**src/rtl/decoder_pkg.sv**
```systemverilog
// Shared types and decode helpers for the one-hot decoder pipeline.
// Optional error counter in the top is enabled by defining DECODER_ERR_CNT_EN.
package decoder_pkg;

   typedef enum logic [1:0] {
      EMPTY = 2'd0,
      ONE   = 2'd1,
      FULL  = 2'd2
   } occ_t;

   localparam int MAX_OUT_W = 256;

   // Codes at or above out_w decode to all-zero; out_of_range flags them.
   function automatic logic [MAX_OUT_W-1:0] onehot_of(input logic [7:0] sel, input int out_w);
      logic [MAX_OUT_W-1:0] v;
      v = '0;
      if (int'({24'd0, sel}) < out_w) v[sel] = 1'b1;
      return v;
   endfunction

   function automatic logic out_of_range(input logic [7:0] sel, input int out_w);
      return int'({24'd0, sel}) >= out_w;
   endfunction

endpackage

```
**src/rtl/decoder_skid_buf.sv**
```systemverilog
// Two-entry valid/ready register slice; in_ready is a flop, never a function of out_ready.
//
// state | meaning
// EMPTY | nothing held, out_valid=0
// ONE   | output register holds a token, skid empty
// FULL  | output register and skid both hold tokens, in_ready=0
module decoder_skid_buf
   import decoder_pkg::*;
#(
   parameter type T = logic
) (
   input  logic clk,
   input  logic rst,
   input  logic in_valid,
   output logic in_ready,
   input  T     in_data,
   output logic out_valid,
   input  logic out_ready,
   output T     out_data
);

   occ_t state;
   T     skid_q;

   always_ff @(posedge clk or posedge rst) begin
      if (rst) begin
         state     <= EMPTY;
         in_ready  <= 1'b1;
         out_valid <= 1'b0;
         out_data  <= '0;
         skid_q    <= '0;
      end else begin
         case (state)
            EMPTY: begin
               if (in_valid) begin
                  out_data  <= in_data;
                  out_valid <= 1'b1;
                  state     <= ONE;
               end
            end
            ONE: begin
               if (in_valid && !out_ready) begin
                  skid_q   <= in_data;
                  in_ready <= 1'b0;
                  state    <= FULL;
               end else if (in_valid && out_ready) begin
                  out_data <= in_data;
               end else if (out_ready) begin
                  // Zeroed so the decoded word reads 0 while nothing is valid.
                  out_data  <= '0;
                  out_valid <= 1'b0;
                  state     <= EMPTY;
               end
            end
            FULL: begin
               if (out_ready) begin
                  out_data <= skid_q;
                  in_ready <= 1'b1;
                  state    <= ONE;
               end
            end
            default: begin
               state     <= EMPTY;
               in_ready  <= 1'b1;
               out_valid <= 1'b0;
               out_data  <= '0;
            end
         endcase
      end
   end

endmodule

```
**src/rtl/decoder_onehot_pipe.sv**
```systemverilog
// Pipelined binary-to-one-hot decoder with enable, range error and skid buffering.
// Define DECODER_ERR_CNT_EN to add the saturating err_cnt output.
module decoder_onehot_pipe
   import decoder_pkg::*;
#(
   parameter int SEL_W     = 2,
   parameter int OUT_W     = 4
`ifdef DECODER_ERR_CNT_EN
   ,
   parameter int ERR_CNT_W = 8
`endif
) (
   input  logic             clk,
   input  logic             rst,
   input  logic             in_valid,
   output logic             in_ready,
   input  logic [SEL_W-1:0] in_sel,
   input  logic             in_en,
   output logic             out_valid,
   input  logic             out_ready,
   output logic [OUT_W-1:0] out_onehot,
   output logic             out_err
`ifdef DECODER_ERR_CNT_EN
   ,
   output logic [ERR_CNT_W-1:0] err_cnt
`endif
);

   typedef struct packed {
      logic [OUT_W-1:0] onehot;
      logic             err;
   } tok_t;

   tok_t in_tok;
   tok_t out_tok;

   always_comb begin
      in_tok = '0;
      if (in_en) begin
         in_tok.onehot = OUT_W'(onehot_of(8'(in_sel), OUT_W));
         in_tok.err    = out_of_range(8'(in_sel), OUT_W);
      end
   end

   decoder_skid_buf #(.T(tok_t)) u_skid (
      .clk       (clk),
      .rst       (rst),
      .in_valid  (in_valid),
      .in_ready  (in_ready),
      .in_data   (in_tok),
      .out_valid (out_valid),
      .out_ready (out_ready),
      .out_data  (out_tok)
   );

   assign out_onehot = out_tok.onehot;
   assign out_err    = out_tok.err;

`ifdef DECODER_ERR_CNT_EN
   always_ff @(posedge clk or posedge rst) begin
      if (rst) begin
         err_cnt <= '0;
      end else if (in_valid && in_ready && in_tok.err && !(&err_cnt)) begin
         err_cnt <= err_cnt + 1'b1;
      end
   end
`endif

endmodule

```
**config.mk**
```make
export PLATFORM = sky130hd
export DESIGN_NAME = decoder_onehot_pipe
export DESIGN_NICKNAME = d
export VERILOG_FILES = /design/src/rtl/decoder_pkg.sv /design/src/rtl/decoder_skid_buf.sv /design/src/rtl/decoder_onehot_pipe.sv
export SDC_FILE = /design/constraint.sdc
export NUM_CORES = 1
export LEC_CHECK = 0
export CORE_MARGIN = 4
export CORE_UTILIZATION = 45
export DETAILED_ROUTE_END_ITERATION = 6
export GPL_TIMING_DRIVEN = 0
export PLACE_DENSITY = 0.81
export SLEW_MARGIN = 20
export SYNTH_ARGS = -nofsm -noshare
export SYNTH_HDL_FRONTEND = slang
export SYNTH_SLANG_ARGS = --single-unit
```
**constraint.sdc**
```tcl
create_clock -name clk -period 1.2 [get_ports clk]
set_input_delay 0.24 -clock clk [delete_from_list [all_inputs] [get_ports clk]]
set_output_delay 0.24 -clock clk [all_outputs]
set_load 0.05 [all_outputs]
```
# [Word level (Yosys, flattened, before mapping)]
# Cells that the tools add are included.
[totals] in_bits=7 ff_bits=14 word_cells=55 output_inout_bits=7
[op_classes] n_lt_le_gt_ge=2 n_eq_ne=11 bitwise=2 n_mux=23 n_reduce_logical=10
[op_table] operator="5-bit 2-to-1 mux" n=6
[op_table] operator="5-bit case mux with 3 select lines" n=1
[op_table] operator="2-bit 2-to-1 mux" n=5
[op_table] operator="2-bit inequality test, second input constant" n=5
[op_table] operator="2-bit by 9-bit < comparator with 1-bit output, second input constant" n=1
[op_table] operator="3-bit by 2-bit inequality test with 1-bit output, second input constant" n=3
[op_table] operator="4-bit AND reduction" n=2
[op_table] operator="1-bit 2-to-1 mux" n=7
[op_table] operator="1-bit case mux with 3 select lines" n=2
[op_table] operator="2-bit case mux with 3 select lines" n=1
[op_table] operator="5-bit AND reduction" n=1
[op_table] operator="1-bit logical AND" n=3
[op_table] operator="3-bit AND reduction" n=1
[op_table] operator="1-bit demux with 2-bit select" n=1
[op_table] operator="2-bit by 1-bit == test with 1-bit output, second input constant" n=1
[op_table] operator="2-bit == test, second input constant" n=1
[op_table] operator="2-bit by 1-bit >= comparator with 1-bit output, second input constant" n=1
[op_table] operator="2-bit logical NOT" n=1
[op_table] operator="2-bit by 1-bit inequality test with 1-bit output, second input constant" n=1
[op_table] operator="1-bit inverter" n=2
[op_table] operator="2-bit AND reduction" n=1
[op_table] operator="1-bit logical NOT" n=1

# [Depth between registers and ports, before layout]
[depth] depth_word=8 mapped_depth=5

# [Hierarchy]
# Synthesis repeated with hierarchy kept, for this count alone.
[unflattened] cells_unflattened=55 hier_area_um2=670.6
[modules_own_cells] module="decoder_skid_buf" n_inst=1 seq_area_each_um2=351.6 area_per_inst_um2=629.4 cells_each=50
[modules_own_cells] module="decoder_onehot_pipe" n_inst=1 seq_area_each_um2=0.0 area_per_inst_um2=41.3 cells_each=5

# [Worst setup path before layout]
# OpenSTA, ideal clock, no wires.
[synth_path] path_kind="register -> register" from="reg u_skid.state[0]" to="reg u_skid.out_data[1] in the netlist's numbering" setup_slack_ns=0.077 required_ns=1.075 setup_time_ns=0.125 path_stages_with_launch=5 synth_period_minus_slack_ns=1.123 arrival_time_ns=0.998 cell_sequence="dfrtp_1 > buf_6 > xnor2_1 > a2bb2oi_2 > o2bb2ai_1"
[synth_between] elab_chain_len=3
[synth_rtl] item="from (decl)" line="decoder_skid_buf.sv:22" rtl="occ_t state;"
[synth_rtl] item="from (signal assigned)" line="decoder_skid_buf.sv:27" rtl="state <= EMPTY;"
[synth_rtl] item="from (signal assigned)" line="decoder_skid_buf.sv:38" rtl="state <= ONE;"
[synth_rtl] item="from (signal assigned)" line="decoder_skid_buf.sv:45" rtl="state <= FULL;"
[synth_rtl] item="2-bit by 1-bit == test with 1-bit output, or another cell as far along" line="decoder_skid_buf.sv:33" rtl="case (state)"
[synth_rtl] item="3-bit by 2-bit inequality test with 1-bit output (no source line) or 2-bit inequality test (tied branches)"
[synth_rtl] item="4-bit AND reduction (no source line)"
[synth_rtl] item="to (signal assigned)" line="decoder_skid_buf.sv:36" rtl="out_data <= in_data;"
[synth_rtl] item="to (signal assigned)" line="decoder_skid_buf.sv:47" rtl="out_data <= in_data;"
[synth_rtl] item="to (signal assigned)" line="decoder_skid_buf.sv:57" rtl="out_data <= skid_q;"
[synth_rtl] item="to (decl)" line="decoder_skid_buf.sv:19" rtl="output T out_data"
# Parallel ways exist; a longest one is shown, timed or not.
# A chain may end at the register's enable or synchronous reset.

# [Worst setup path after layout]
[layout_path] from="reg u_skid.state[1]" to="reg u_skid.out_data[1] in the netlist's numbering"
# Same word-level chain as after synthesis.

==> Flow_metrics.wiki <==
{| class="wikitable"
! Metric !! Value
|-
| Required time of the critical path || 1.36 ns
|-
| Initial core utilization || 49.53%
|-
| Largest net degree at the start of global routing || 13
|-
| Arithmetic-cell share of the synthesized area counting full adders, half adders and majority gates || 0%
|-
| DRC violation total after the first TritonRoute iteration || 2
|-
| Final slew viol count || 0
|-
| Number of distinct library cell variants in the gate-level netlist after synthesis || 28
|-
| ANT nets after route || 0
|-
| Arrival time at the worst endpoint || 1.39 ns
|-
| Overall global routing resource usage || 17.44%
|-
| Core Rows || 13
|-
| Antenna cell count || 0
|-
| Cell area after layout || 948.4 um2
|-
| DRC Markers || 0
|-
| First-pass iteration count of the detailed router || 4
|-
| Clock latency on the worst-skew pair || 0.28 ns
|-
| EDFF count, synth || 0
|-
| Cell area after technology mapping || 660.6 um2
|-
| Cell types with the largest area share after synthesis || dfrtp_1 (42%), o2bb2ai_1 (6.6%), a32oi_1 (5.3%), nand2_1 (4.5%), dfstp_2 (4.0%)
|-
| Gate family responsible for the most delay along the worst path || flip-flops
|-
| Fraction of post-synthesis cell area in the top cell type by area || 41.67%
|-
| Worst setup path category || flop to flop
|-
| Violations in the final reports || setup timing
|-
| Number of global-route vias before repair || 568
|-
| Post-Synthesis Cells || 64
|-
| Number of warnings printed during yosys synthesis || 0
|-
| Number of hold violations in the final report || 0
|-
| Worst setup skew after layout || 0.004736 ns
|-
| Tcrit/Tclk final || 102.2%
|-
| Average wire per standard cell || 15.66 um
|-
| Run status || finished, violations left
|-
| Dominant combinational cell family by area after synthesis || compound AO/OA/AOI/OAI gates
|-
| Worst Setup Start Kind || flop
|-
| Worst Path Max Fanout || 5
|-
| Number of H-tree levels || 1
|-
| Placement Cell Area || 789.5 um2
|-
| Total clock buffers created by CTS || 3
|-
| Final setup margin || -0.02631 ns
|-
| Setup repair after global routing missed its margin || yes
|-
| Clock transition at the register clock pins on the worst setup and hold paths after CTS || 0.08 ns
|-
| Leakage power total || 0.0004371 uW
|-
| Top cells by count, synth || dfrtp_1 (11), nand2_1 (8), o2bb2ai_1 (5)
|-
| Cell at the root of the clock tree || clkbuf_4
|-
| Complex-gate fraction of the synthesized area || 27.84%
|-
| Routed vias || 559
|-
| Number of I/O pins || 14
|-
| Die Y || 46.32 um
|-
| Synthesized area divided by synthesized cell count || 10.32 um2
|-
| Primary FF master, synth || dfrtp_1
|-
| Minimum clock period after layout || 1.226 ns
|-
| Hold WC Path Type || input port to asynchronous set/reset pin
|-
| Fillers || 99
|-
| Synth Area in XOR/XNOR || 2.652%
|-
| Total congestion overflow after global routing || 0
|-
| Clock tree from TritonCTS || built
|-
| Post-synthesis register bit count || 12
|-
| Global-route wire length before repair || 2608 um
|-
| Chip width || 46.32 um
|-
| Number of maximum-capacitance violations || 0
|-
| Slowest cell on the critical path || dfrtp_1
|-
| Footprint of the multi-input gates || 414.1 um2
|-
| Post-Synthesis Net Count || 71
|-
| Placeable core area || 1334 um2
|-
| Power per cell area || 1717 nW/um2
|-
| Number of placed cells counting well taps || 90
|-
| Die area || 2145 um2
|-
| Drt total wl || 1550 um
|-
| Clock Tree Buf Depth || 2
|-
| CP Capture Type || flop
|-
| Proportion of synthesized area in mux cells || 0%
|-
| Number of nets in the final layout || 92
|-
| Cells along the critical path || buf_6, xnor2_4, a2bb2oi_4, o2bb2ai_2
|-
| Setup TNS Final || -0.07224 ns
|-
| Layout-stage area growth over the synthesis result || 43.56%
|-
| Initial antenna violation count || 0
|-
| FFs w/ async S/R, synth || 100.0%
|-
| Power consumption || 1629 uW
|-
| IO buf count || 11
|-
| Number of buffer and inverter instances along the worst setup path || 1
|-
| Max stage delay on crit path || 0.40 ns
|-
| Final setup fails || 5
|-
| # clock sinks || 12
|-
| Via-to-Cell Ratio || 5.646
|-
| Maximum frequency from static timing analysis || 0.8155 GHz
|-
| Number of standard cells in the final layout excluding fillers || 99
|-
| Routability cong. || 0.7525
|-
| Share of synthesized area occupied by flip-flops and latches || 45.64%
|-
| Area taken by flip-flops and latches || 301.5 um2
|-
| HPWL reported at the end of detailed placement || 953 um
|-
| Leading area contributor after synthesis || dfrtp_1
|-
| Area fraction in and, or, nand and nor cells after synthesis || 15.53%
|-
| Post-place setup slack || -0.3461 ns
|-
| Cell with the most instances after synthesis || dfrtp_1
|-
| Peak supply drop || 1025 uV
|-
| Fraction of layout instances using a drive strength above 1 || 44.05%
|}
[per-layer routing]
metal	global-route usage (%)	up-vias	part of all wire, %
li1	-	266	-
met4	6.818	0	3.2
met5	0	-	0
met3	3.516	8	5.1
met1	21.55	269	41
met2	29.40	16	51
[cell families (layout without fill, tap and decap cells)]
group | Yosys count | count (layout)
compound gates | 21 | 21
simple gates | 19 | 19
flops | 12 | 12
buf+inv | 9 | 29
xor+xnor | 2 | 2
other cells | 1 | 1
[state kept, by name, indices dropped and copies added, names as in the netlist]
name,flops
u_skid.state,2
u_skid.out_data,4
u_skid.out_valid,1
u_skid.skid_q,4
u_skid.in_ready,1
[timing repair]
| action | 4_1_cts | 5_1_grt |
|---|---|---|
| cloned | 1 | 0 |
| gates resized for setup | 48 | 8 |
| setup endpoints to repair | 12 | 9 |
| hold buffers | 0 | 0 |
| pin swaps | 6 | 1 |
| buffers inserted | 4 | 0 |
[metrics by stage]
stage | util (%) | hold WS, ns
2_1_floorplan | - | 0.1040
3_3_place_gp | 59.19 | 0.4701
3_5_place_dp | 59.19 | 0.4731
4_1_cts | 68.57 | 0.2508
5_1_grt | 71.11 | 0.2965
6_report | 71.11 | 0.2554
[path summary, 6_finish.rpt]
kind / endpoint / depth (start not counted) / startpoint / slack (ns)
max in group asynchronous: u_skid.in_ready$_DFFE_PP1P_ / 2 / rst / 0.60
min: u_skid.skid_q[1]$_DFFE_PP0P_ / 2 / rst / 0.26
min reg2reg: u_skid.out_data[1]$_DFFE_PP0P_ / 1 / u_skid.out_data[1]$_DFFE_PP0P_ / 0.49
max: u_skid.out_data[1]$_DFFE_PP0P_ / 4 / u_skid.state[1]$_DFFE_PP0P_ / -0.03
min in group clk: u_skid.state[1]$_DFFE_PP0P_ / 2 / out_ready / 0.27
max reg2reg: u_skid.out_data[1]$_DFFE_PP0P_ / 4 / u_skid.state[1]$_DFFE_PP0P_ / -0.03
[cell type report]
cell class / count / area share (%)
Buffer: 5 / 4.881
Multi-Input combinational cell: 43 / 43.67
Timing Repair Buffer: 16 / 13.32
Tap cell: 15 / 1.979
Sequential cell: 12 / 31.79
Clock buffer: 4 / 2.770
Inverter: 4 / 1.583
[cells in the final DEF (no fill, tap or decap), types with 2 or more instances in the layout]
cell type and n:
a32oi_1 2, nand2_1 7, o2bb2ai_2 4, clkdlybuf4s50_1 3
o21a_1 2, a32oi_2 2, o21ai_1 2, dfrtp_1 11
nor2b_1 3, buf_6 3, buf_4 5, clkbuf_4 3
inv_1 4, buf_2 6
[report_power, final]
part	total, uW	switching, uW	internal (uW)
sequential	565	62.6	502
combinational	796	456	340
clock	269	140	129
No activity file was read; power rests on OpenSTA's default activity.
